===== config.mk =====
export PLATFORM = sky130hd
export DESIGN_NAME = aes_round_key_store_flat
export DESIGN_NICKNAME = d
export VERILOG_FILES = /design/src/rtl/aes_xts_pkg.sv /design/src/rtl/aes_round_key_store_if.sv /design/src/rtl/aes_round_key_rf.sv /design/src/rtl/aes_round_key_store.sv /design/src/flat_wrapper.sv
export SDC_FILE = /design/constraint.sdc
export NUM_CORES = 2
export LEC_CHECK = 0
export CAP_MARGIN = 25
export CORE_ASPECT_RATIO = 0.75
export CORE_MARGIN = 2
export CORE_UTILIZATION = 40
export DETAILED_ROUTE_END_ITERATION = 8
export PLACE_DENSITY = 0.58
export SETUP_SLACK_MARGIN = 0.15
export SLEW_MARGIN = 10
export SYNTH_ARGS = -nofsm -noshare
export SYNTH_HDL_FRONTEND = slang
export SYNTH_SLANG_ARGS = --single-unit

===== constraint.sdc =====
create_clock -name inClk -period 12.8 [get_ports inClk]
set_input_delay 2.56 -clock inClk [delete_from_list [all_inputs] [get_ports inClk]]
set_output_delay 2.56 -clock inClk [all_outputs]
set_load 0.05 [all_outputs]

===== src/rtl/aes_xts_pkg.sv =====
// aes_xts_pkg: shared AES/XTS constants, round-key store FSM encoding.
// Exports AES_BLOCK_W, AES256_NUM_RK, RK_IDX_W, rks_state_e, rk_step().
package aes_xts_pkg;

  localparam int AES_BLOCK_W   = 128;
  localparam int AES256_NUM_RK = 15;
  localparam int RK_IDX_W      = 4;

  typedef enum logic [1:0] {
    ST_IDLE  = 2'd0,
    ST_LOAD  = 2'd1,
    ST_READY = 2'd2,
    ST_READ  = 2'd3
  } rks_state_e;

  // Next round-key index in encrypt (up) or decrypt (down) order.
  function automatic logic [RK_IDX_W-1:0] rk_step(
    input logic [RK_IDX_W-1:0] idx,
    input logic                dec
  );
    return dec ? idx - 1'b1 : idx + 1'b1;
  endfunction

endpackage


===== src/rtl/aes_round_key_store_if.sv =====
// aes_round_key_store_if: key-load and round-key read bundle.
// master drives inKey*/inRd*, slave (the store) drives out*.
interface aes_round_key_store_if #(
  parameter int KEY_W = 128
);

  logic             inKeyStart;
  logic             inKeyValid;
  logic [KEY_W-1:0] inKey;
  logic             inRdStart;
  logic             inRdDecrypt;
  logic [KEY_W-1:0] outRoundKey;
  logic             outRoundKeyValid;
  logic [3:0]       outRoundIdx;
  logic             outLastRound;
  logic             outKeysReady;
  logic             outBusy;

  modport master (
    output inKeyStart, inKeyValid, inKey,
    output inRdStart, inRdDecrypt,
    input  outRoundKey, outRoundKeyValid,
    input  outRoundIdx, outLastRound,
    input  outKeysReady, outBusy
  );

  modport slave (
    input  inKeyStart, inKeyValid, inKey,
    input  inRdStart, inRdDecrypt,
    output outRoundKey, outRoundKeyValid,
    output outRoundIdx, outLastRound,
    output outKeysReady, outBusy
  );

endinterface


===== src/rtl/aes_round_key_rf.sv =====
// aes_round_key_rf: NUM_RK x KEY_W round-key storage, 1W/1R, registered read.
// Ports: clk, rst, i_we/i_wr_addr/i_wr_data, i_re/i_rd_addr, o_rd_data,
// i_clr (only with AES_RKS_ZEROIZE_EN).
module aes_round_key_rf
  import aes_xts_pkg::*;
#(
  parameter int KEY_W  = AES_BLOCK_W,
  parameter int NUM_RK = AES256_NUM_RK
) (
  input  logic                clk,
  input  logic                rst,
`ifdef AES_RKS_ZEROIZE_EN
  input  logic                i_clr,
`endif
  input  logic                i_we,
  input  logic [RK_IDX_W-1:0] i_wr_addr,
  input  logic [KEY_W-1:0]    i_wr_data,
  input  logic                i_re,
  input  logic [RK_IDX_W-1:0] i_rd_addr,
  output logic [KEY_W-1:0]    o_rd_data
);

  logic [KEY_W-1:0] r_mem [NUM_RK];
  logic [KEY_W-1:0] r_rd_data;
  logic             w_clr;

`ifdef AES_RKS_ZEROIZE_EN
  assign w_clr = i_clr;

  always_ff @(posedge clk or posedge rst) begin
    if (rst) begin
      for (int i = 0; i < NUM_RK; i++) r_mem[i] <= '0;
    end else if (w_clr) begin
      for (int i = 0; i < NUM_RK; i++) r_mem[i] <= '0;
    end else if (i_we) begin
      r_mem[i_wr_addr] <= i_wr_data;
    end
  end
`else
  assign w_clr = 1'b0;

  // Key material survives reset; only a reload replaces it.
  always_ff @(posedge clk) begin
    if (i_we) r_mem[i_wr_addr] <= i_wr_data;
  end
`endif

  // Output flop holds the last key read while no read is issued.
  always_ff @(posedge clk or posedge rst) begin
    if (rst)       r_rd_data <= '0;
    else if (w_clr) r_rd_data <= '0;
    else if (i_re)  r_rd_data <= r_mem[i_rd_addr];
  end

  assign o_rd_data = r_rd_data;

endmodule


===== src/rtl/aes_round_key_store.sv =====
// aes_round_key_store: captures AES-256 round keys, replays them in order.
// Ports: inClk, inRst, bus (aes_round_key_store_if.slave);
// inZeroize only when AES_RKS_ZEROIZE_EN is defined.
module aes_round_key_store
  import aes_xts_pkg::*;
#(
  parameter int KEY_W  = AES_BLOCK_W,
  parameter int NUM_RK = AES256_NUM_RK
) (
  input  logic inClk,
  input  logic inRst,
`ifdef AES_RKS_ZEROIZE_EN
  input  logic inZeroize,
`endif
  aes_round_key_store_if.slave bus
);

  localparam logic [RK_IDX_W-1:0] LAST = RK_IDX_W'(NUM_RK - 1);

  rks_state_e          r_state;
  logic [RK_IDX_W-1:0] r_wr_ptr;
  logic [RK_IDX_W-1:0] r_idx;
  logic                r_dec;
  logic                r_valid;
  logic                r_last;
  logic                r_ready;
  logic                r_busy;

  logic                w_zero;
  logic                w_kst;
  logic [RK_IDX_W-1:0] w_wr_idx;
  logic                w_we;
  logic                w_wr_last;
  logic                w_rd_go;
  logic                w_rd_step;
  logic                w_re;
  logic                w_dec;
  logic [RK_IDX_W-1:0] w_rd_addr;
  logic [RK_IDX_W-1:0] w_rd_end;
  logic                w_rd_last;
  logic [KEY_W-1:0]    w_rd_data;

`ifdef AES_RKS_ZEROIZE_EN
  assign w_zero = inZeroize;
`else
  assign w_zero = 1'b0;
`endif

  // Zeroize outranks a key start; a key start outranks any read.
  assign w_kst     = bus.inKeyStart & ~w_zero;
  assign w_wr_idx  = bus.inKeyStart ? '0 : r_wr_ptr;
  assign w_we      = ~w_zero & bus.inKeyValid &
                     (bus.inKeyStart | (r_state == ST_LOAD));
  assign w_wr_last = (w_wr_idx == LAST);

  // A new read may start from READY or on the final key of a read.
  assign w_rd_go   = ~w_zero & ~bus.inKeyStart & bus.inRdStart &
                     ((r_state == ST_READY) |
                      ((r_state == ST_READ) & r_last));
  assign w_rd_step = ~w_zero & ~bus.inKeyStart &
                     (r_state == ST_READ) & ~r_last;
  assign w_re      = w_rd_go | w_rd_step;
  assign w_dec     = w_rd_go ? bus.inRdDecrypt : r_dec;
  assign w_rd_addr = w_rd_go ? (bus.inRdDecrypt ? LAST : '0)
                             : rk_step(r_idx, r_dec);
  assign w_rd_end  = w_dec ? '0 : LAST;
  assign w_rd_last = (w_rd_addr == w_rd_end);

  aes_round_key_rf #(
    .KEY_W  (KEY_W),
    .NUM_RK (NUM_RK)
  ) u_rf (
    .clk       (inClk),
    .rst       (inRst),
`ifdef AES_RKS_ZEROIZE_EN
    .i_clr     (inZeroize),
`endif
    .i_we      (w_we),
    .i_wr_addr (w_wr_idx),
    .i_wr_data (bus.inKey),
    .i_re      (w_re),
    .i_rd_addr (w_rd_addr),
    .o_rd_data (w_rd_data)
  );

  always_ff @(posedge inClk or posedge inRst) begin
    if (inRst) begin
      r_state  <= ST_IDLE;
      r_wr_ptr <= '0;
      r_idx    <= '0;
      r_dec    <= 1'b0;
      r_valid  <= 1'b0;
      r_last   <= 1'b0;
      r_ready  <= 1'b0;
      r_busy   <= 1'b0;
    end else if (w_zero) begin
      r_state  <= ST_IDLE;
      r_wr_ptr <= '0;
      r_valid  <= 1'b0;
      r_last   <= 1'b0;
      r_ready  <= 1'b0;
      r_busy   <= 1'b0;
    end else if (w_kst) begin
      r_valid  <= 1'b0;
      r_last   <= 1'b0;
      r_wr_ptr <= bus.inKeyValid ? RK_IDX_W'(1) : '0;
      if (bus.inKeyValid && w_wr_last) begin
        r_state <= ST_READY;
        r_ready <= 1'b1;
        r_busy  <= 1'b0;
      end else begin
        r_state <= ST_LOAD;
        r_ready <= 1'b0;
        r_busy  <= 1'b1;
      end
    end else begin
      unique case (r_state)
        ST_IDLE: ;
        ST_LOAD: begin
          if (bus.inKeyValid) begin
            r_wr_ptr <= r_wr_ptr + 1'b1;
            if (w_wr_last) begin
              r_state <= ST_READY;
              r_ready <= 1'b1;
              r_busy  <= 1'b0;
            end
          end
        end
        ST_READY, ST_READ: begin
          if (w_rd_go) begin
            r_state <= ST_READ;
            r_busy  <= 1'b1;
            r_valid <= 1'b1;
            r_idx   <= w_rd_addr;
            r_dec   <= bus.inRdDecrypt;
            r_last  <= w_rd_last;
          end else if (w_rd_step) begin
            r_idx   <= w_rd_addr;
            r_last  <= w_rd_last;
          end else if (r_state == ST_READ) begin
            r_state <= ST_READY;
            r_busy  <= 1'b0;
            r_valid <= 1'b0;
            r_last  <= 1'b0;
          end
        end
        default: r_state <= ST_IDLE;
      endcase
    end
  end

  assign bus.outRoundKey      = w_rd_data;
  assign bus.outRoundKeyValid = r_valid;
  assign bus.outRoundIdx      = r_idx;
  assign bus.outLastRound     = r_last;
  assign bus.outKeysReady     = r_ready;
  assign bus.outBusy          = r_busy;

endmodule


===== src/flat_wrapper.sv =====
// flat-port wrapper written by rule: the top's interface ports become plain ports
module aes_round_key_store_flat import aes_xts_pkg::*;
#(
  parameter int KEY_W  = AES_BLOCK_W,
  parameter int NUM_RK = AES256_NUM_RK
)
  (inClk, inRst, bus_inKeyStart, bus_inKeyValid, bus_inKey, bus_inRdStart, bus_inRdDecrypt, bus_outRoundKey, bus_outRoundKeyValid, bus_outRoundIdx, bus_outLastRound, bus_outKeysReady, bus_outBusy);
  aes_round_key_store_if #(.KEY_W(KEY_W)) bus_i ();
  input  logic inClk;
  input  logic inRst;
  input wire logic [$bits(bus_i.inKeyStart)-1:0] bus_inKeyStart;
  input wire logic [$bits(bus_i.inKeyValid)-1:0] bus_inKeyValid;
  input wire logic [$bits(bus_i.inKey)-1:0] bus_inKey;
  input wire logic [$bits(bus_i.inRdStart)-1:0] bus_inRdStart;
  input wire logic [$bits(bus_i.inRdDecrypt)-1:0] bus_inRdDecrypt;
  output wire logic [$bits(bus_i.outRoundKey)-1:0] bus_outRoundKey;
  output wire logic [$bits(bus_i.outRoundKeyValid)-1:0] bus_outRoundKeyValid;
  output wire logic [$bits(bus_i.outRoundIdx)-1:0] bus_outRoundIdx;
  output wire logic [$bits(bus_i.outLastRound)-1:0] bus_outLastRound;
  output wire logic [$bits(bus_i.outKeysReady)-1:0] bus_outKeysReady;
  output wire logic [$bits(bus_i.outBusy)-1:0] bus_outBusy;
  assign bus_i.inKeyStart = bus_inKeyStart;
  assign bus_i.inKeyValid = bus_inKeyValid;
  assign bus_i.inKey = bus_inKey;
  assign bus_i.inRdStart = bus_inRdStart;
  assign bus_i.inRdDecrypt = bus_inRdDecrypt;
  assign bus_outRoundKey = bus_i.outRoundKey;
  assign bus_outRoundKeyValid = bus_i.outRoundKeyValid;
  assign bus_outRoundIdx = bus_i.outRoundIdx;
  assign bus_outLastRound = bus_i.outLastRound;
  assign bus_outKeysReady = bus_i.outKeysReady;
  assign bus_outBusy = bus_i.outBusy;
  aes_round_key_store #(.KEY_W(KEY_W), .NUM_RK(NUM_RK)) u_core (.inClk(inClk), .inRst(inRst), .bus(bus_i));
endmodule

**Yosys cells after proc, flatten, opt, wreduce, memory -nomap -nowiden**

Memory sizes are Yosys's and may differ from the RTL's. A register that Yosys moved wholly into a read port is not among the register bits.
Index checks and enable logic that the tools add are counted.

- Register bits: 15
- Memory bits (writable): 1920
- Input bits: 134
- Output and inout port bits: 136
- Word-level logic and storage cells: 91
- Memories kept: 1

- Add/sub/neg operators: 3
- Eq/ne operators: 10
- Mux-type cells: 41
- Bitwise logic cells: 11
- Reductions and logical operators: 17

Memories:

| name | words | width | read ports | clocked after memory_dff | wr ports | RTL line | text |
|---|---|---|---|---|---|---|---|
| u_core.u_rf.r_mem | 15 | 128 | 1 | 1 | 1 | aes_round_key_rf.sv:23 | `logic [KEY_W-1:0] r_mem [NUM_RK];` |

Operator list:

| kind | count |
|---|---|
| $mux W4 | 10 |
| $mux W1 | 22 |
| $mux W2 | 7 |
| $reduce_bool A2 Y1 | 5 |
| $reduce_and A3 Y1 | 3 |
| $add A4 B1 Y4 const B | 2 |
| $and A1 B1 Y1 | 6 |
| $ne A3 B2 Y1 const B | 2 |
| $reduce_and A2 Y1 | 3 |
| $reduce_bool A3 Y1 | 2 |
| $reduce_and A5 Y1 | 1 |
| $eq A2 B2 Y1 const B | 2 |
| $eq A4 B4 Y1 | 1 |
| $eq A4 B4 Y1 const B | 1 |
| $ne A4 B2 Y1 const B | 1 |
| $ne A4 B3 Y1 const B | 1 |
| $pmux W2 S2 | 1 |
| $reduce_bool A4 Y1 | 1 |
| $sub A4 B1 Y4 const B | 1 |
| $ne A3 B3 Y1 const B | 1 |
| $or A1 B1 Y1 | 3 |
| $eq A2 B1 Y1 const B | 1 |
| $not A1 Y1 | 2 |
| $pmux W1 S2 | 1 |
| other kinds (2) | 2 |

**Logic depth before layout (Yosys ltp)**

- Depth after elaboration: 11
- Mapped depth: 14
- Depth with buffers taken out: 8

**Modules after synthesis**

From an unflattened synthesis, not the netlist that was laid out.

- Cell total of the unflattened synthesis: 3811
- Area, all modules: 78719.2 um^2

By module, submodules not included:

| module | instances | cells an instance | area an instance (um^2) |
|---|---|---|---|
| aes_round_key_rf | 1 | 3719 | 77839.7 |
| aes_round_key_store | 1 | 92 | 879.6 |

**Worst setup path before layout**

OpenSTA, ideal clock, no wires.

- Path type: input to register
- From: input port bus_inKeyStart
- To: memory u_core.u_rf.r_mem[2][0], enable pin
- Library setup time: 929 ps
- Arrival: 15122 ps
- Data required time: 11871 ps
- Slack: -3251 ps
- Cell stages on the path: 3
- Buffers on the path: 2
- Cell sequence: buf_2 buf_1 nor4_1

- Cells in the longest elaborated chain, start to end: 4
- Elaborated cells between the ends (all ways): 5
- Those cells by class: 3 x mux; 2 x bitwise

Ends and longest elaborated chain:

| element | RTL line | text |
|---|---|---|
| from (decl) | flat_wrapper.sv:11 | `input wire logic [$bits(bus_i.inKeyStart)-1:0] bus_inKeyStart;` |
| $or A1 B1 Y1 | aes_round_key_store.sv:53 | `(bus.inKeyStart \| (r_state == ST_LOAD));` |
| $and A1 B1 Y1 | aes_round_key_store.sv:52 | `assign w_we = ~w_zero & bus.inKeyValid &` |
| $mux W1 | aes_round_key_rf.sv:44 | `if (i_we) r_mem[i_wr_addr] <= i_wr_data;` |
| $mux W1 (not written as such) | aes_round_key_rf.sv:44 |  |
| to (decl) | aes_round_key_rf.sv:23 |  |

Parallel ways exist; a longest one is shown, timed or not.

**Final worst setup path**

- From: register u_core.r_idx[0], in the netlist u_core.bus.outRoundIdx[0]
- To: register u_core.u_rf.r_rd_data[4], in the netlist u_core.u_rf.o_rd_data[4], read port of u_core.u_rf.r_mem

- Cells in the longest elaborated chain, start to end: 3
- Elaborated cells between the ends (all ways): 4
- Those cells by class: 2 x add/sub; 2 x mux

Ends and longest elaborated chain:

| element | RTL line | text |
|---|---|---|
| from (decl) | aes_round_key_store.sv:22 | `logic [RK_IDX_W-1:0] r_idx;` |
| from (signal assigned) | aes_round_key_store.sv:134 | `r_idx <= w_rd_addr;` |
| from (signal assigned) | aes_round_key_store.sv:138 | `r_idx <= w_rd_addr;` |
| $add A4 B1 Y4 or $sub A4 B1 Y4 (tied branches) | aes_xts_pkg.sv:21 | `return dec ? idx - 1'b1 : idx + 1'b1;` |
| $mux W4 * | aes_xts_pkg.sv:21 |  |
| $mux W4 * | aes_round_key_store.sv:64 | `assign w_rd_addr = w_rd_go ? (bus.inRdDecrypt ? LAST : '0)` |
| to (decl) | aes_round_key_rf.sv:24 | `logic [KEY_W-1:0] r_rd_data;` |

Every way passes the cells marked *; elsewhere a longest branch is shown, timed or not.
A chain may end at the register's enable or synchronous reset.

==> summary.md <==
| Metric | Value |
|---|---|
| Outcome | `finished clean` |
| Routed len/inst | `30.7 um` |
| Slew of the pin with the lowest slew margin | `1.11 ns` |
| FILL cells | `16,892` |
| Worst clock skew | `0.0360 ns` |
| XOR/XNOR share of the synthesized area | `0.0545%` |
| Syn Nets | `4,743` |
| Most numerous cell in the Yosys netlist | `edfxtp_1` |
| Pwr per Cell Area | `147 nW/um^2` |
| DR pass1 iterations | `6` |
| CP required | `13.49 ns` |
| Final Hold Fails | `0` |
| Synth Instances | `4,605` |
| Vias in the first global route | `46,180` |
| Slew Limit Fails | `0` |
| GP Congestion | `0.758` |
| Synth top area share | `71.8%` |
| Post-synth top cells | `edfxtp_1 (1,920), nand2_1 (249), mux2i_1 (221), clkbuf_1 (177), a21oi_1 (166)` |
| Number of nets in the layout | `4,986` |
| Drt total wl | `236,000 um` |
| Cell area after synthesis | `80,300 um^2` |
| Final Instance Area | `92,900 um^2` |
| Fmax | `166 MHz` |
| Fraction of layout cells with a size suffix above 1 | `14.6%` |
| Sequential element share of the synthesized area | `76.2%` |
| Final setup viols | `0` |
| Crit-path max FO | `96` |
| DRC errors left | `0` |
| Crit Path Class | `reg -> reg` |
| Detailed-route via count | `46,520` |
| Yosys warns | `0` |
| CTS buffer count | `196` |
| Buffers on Ports | `269` |
| EDFF count, synth | `1,920` |
| Synth Area in Adders | `0.0717%` |
| WP data arrival | `6.70 ns` |
| Max-cap viol count | `0` |
| Core region area | `200,000 um^2` |
| Period utilisation layout | `47.0%` |
| Hold Crit Class | `reg -> reg` |
| Worst slew margin | `25.9%` |
| Routed Antenna Nets | `0` |
| Crit start category | `flip-flop` |
| Most area-consuming cells after synthesis | `edfxtp_1 (72%), dfrtp_1 (4.4%), mux4_2 (4.0%)` |
| Total clock sinks | `2,062` |
| Total track usage | `22.8%` |
| #FFs+latches synth | `2,062` |
| Synth async-reset ratio | `6.89%` |
| Die Wd | `521 um` |
| CTS max path bufs | `3` |
| Worst-Skew Late Latency | `0.84 ns` |
| First DRT Iteration DRCs | `5,165` |
| H-tree depth | `4` |
| Die H | `392 um` |
| Overall Power | `0.0136 W` |
| Initial Util | `40.2%` |
| CTS resizes | `0` |
| Count of cell types in the netlist | `74` |
| CTS tree | `done` |
| Grt ovf | `0` |
| First-pass GRT wire length | `339,000 um` |
| Initial antenna violation count | `45` |
| Via density per instance | `6.04` |
| P&R area growth vs syn | `15.6%` |
| Placement Cell Area | `86,200 um^2` |
| Largest net degree at the start of global routing | `137` |
| Largest family of logic cells by synthesized area | `compound AO/OA/AOI/OAI gates` |
| Dominant synthesized flop cell | `edfxtp_1` |
| Worst-path clk slew | `0.06 ns` |
| Cts hold-fix bufs | `0` |
| CP endpoint kind | `flip-flop` |
| VDD IR max | `0.000138 V` |
| # IOs | `270` |
| Avg Inst Size Synth | `17.4 um^2` |
| Synth Area in Compound Gates | `10.3%` |
| CTS Root Cell | `clkbuf_16` |
| P_leak | `30.8 nW` |
| Leading area contributor after synthesis | `edfxtp_1` |
| Placed wire-length estimate | `116,000 um` |
| RSZ-0062 raised after global routing | `no` |
| Post-synthesis simple-gate area fraction | `3.27%` |
| Die Area | `204,000 um^2` |
| Clock period minus worst slack | `6.01 ns` |
| Row Count | `142` |
| Post-CTS Setup Bufs | `0` |
| Mux cell area share after synthesis | `8.25%` |
registers in the layout, summed over array words and instances (netlist names):
signal / count
u_core.r_dec: 1
u_core.u_rf.o_rd_data: 128
u_core.bus.outKeysReady: 1
u_core.u_rf.r_mem: 1920
u_core.bus.outLastRound: 1
u_core.bus.outRoundIdx: 4
u_core.bus.outRoundKeyValid: 1
u_core.r_state: 2
u_core.r_wr_ptr: 4
per-stage QoR:
stage               utilization, %  setup TNS [ns]  setup WS (ns)  hold slack (ns)  std cells
finish                        46.5               0           6.79            0.518       7700
CTS                           46.4               0           6.67            0.521       7679
floorplan                        -         -832.15          -3.25            0.508       4605
global route                  46.5               0           6.47            0.541       7695
detailed placement            43.2               0           6.07            0.507       7310
global placement              43.1               0           5.96            0.497       7306
power by group:
group	leakage (nW)	switching [W]	internal, W	total, W
Clock	3.21	0.00258	0.00332	0.00591
Sequential	19.3	0.0000205	0.00744	0.00746
Combinational	8.23	0.000197	0.0000814	0.000279
cells in the final DEF, fill, tap and decap left out, types with 60 or more instances in the layout:
master / synthesis / final
a2bb2oi_1: 63 / 63
clkdlybuf4s50_1: 0 / 268
nor3_1: 103 / 103
a21oi_1: 166 / 164
o21ai_0: 160 / 160
o22ai_1: 80 / 80
mux2i_1: 221 / 221
nand2_1: 249 / 244
o21a_1: 60 / 60
nand3_1: 71 / 71
clkbuf_16: 0 / 198
edfxtp_1: 1920 / 1920
dfrtp_1: 142 / 141
buf_4: 13 / 101
mux4_2: 141 / 141
o2111ai_1: 63 / 63
mux2_2: 110 / 110
a31oi_1: 93 / 90
worst max-delay path, stage by stage (launching register included):
cell and delay [ns]:
dfrtp_4 0.87, inv_2 0.11, fa_4 1.37, buf_12 0.56, buf_4 0.84, buf_4 0.68
mux4_2 0.43, a222oi_1 0.55, o21a_1 0.20, o22ai_1 0.07
metal layers:
metal	track usage [%]	vias to the layer above	routed length (um)
met1	33.0	24618	103000
met4	6.07	38	5230
met5	0	-	220
li1	-	19475	-
met3	4.66	350	19400
met2	35.2	2039	108000
final cells by class:
| cell class | count | area [um^2] | area share, % |
|---|---|---|---|
| Antenna cell | 17 | 42.5 | 0.0458 |
| Clock buffer | 259 | 5380 | 5.80 |
| Clock inverter | 110 | 1150 | 1.23 |
| Inverter | 8 | 42.5 | 0.0458 |
| Multi-Input combinational cell | 2194 | 17900 | 19.3 |
| Sequential cell | 2062 | 61200 | 65.9 |
| Tap cell | 2664 | 3330 | 3.59 |
| Timing Repair Buffer | 386 | 3800 | 4.09 |
worst paths after layout:
check	start	to	slack [ns]	cells past startpoint
worst max-delay path	u_core.bus.outRoundIdx[0]$_DFFE_PP0P_	u_core.u_rf.o_rd_data[4]$_DFFE_PP0N_	6.79	9
worst min-delay path	u_core.u_rf.o_rd_data[15]$_DFFE_PP0N_	u_core.u_rf.o_rd_data[15]$_DFFE_PP0N_	0.52	1
worst max register to register	u_core.bus.outRoundIdx[0]$_DFFE_PP0P_	u_core.u_rf.o_rd_data[4]$_DFFE_PP0N_	6.79	9
worst min register to register	u_core.u_rf.o_rd_data[15]$_DFFE_PP0N_	u_core.u_rf.o_rd_data[15]$_DFFE_PP0N_	0.52	1
max in group asynchronous	inRst	u_core.bus.outRoundIdx[0]$_DFFE_PP0P_	8.21	4
min in group asynchronous	inRst	u_core.u_rf.o_rd_data[3]$_DFFE_PP0N_	2.28	2
cells by family (layout without fill, tap and decap cells):
kind of cell	after synthesis	after routing
AO/OA/AOI/OAI	1137	1137
XOR/XNOR	5	5
adder cells (fa/ha/maj)	4	4
buffers and inverters	349	763
flip-flops	2062	2062
multiplexers	472	472
other	0	17
AND/OR/NAND/NOR	576	576
No activity file was read; power rests on OpenSTA's default activity.
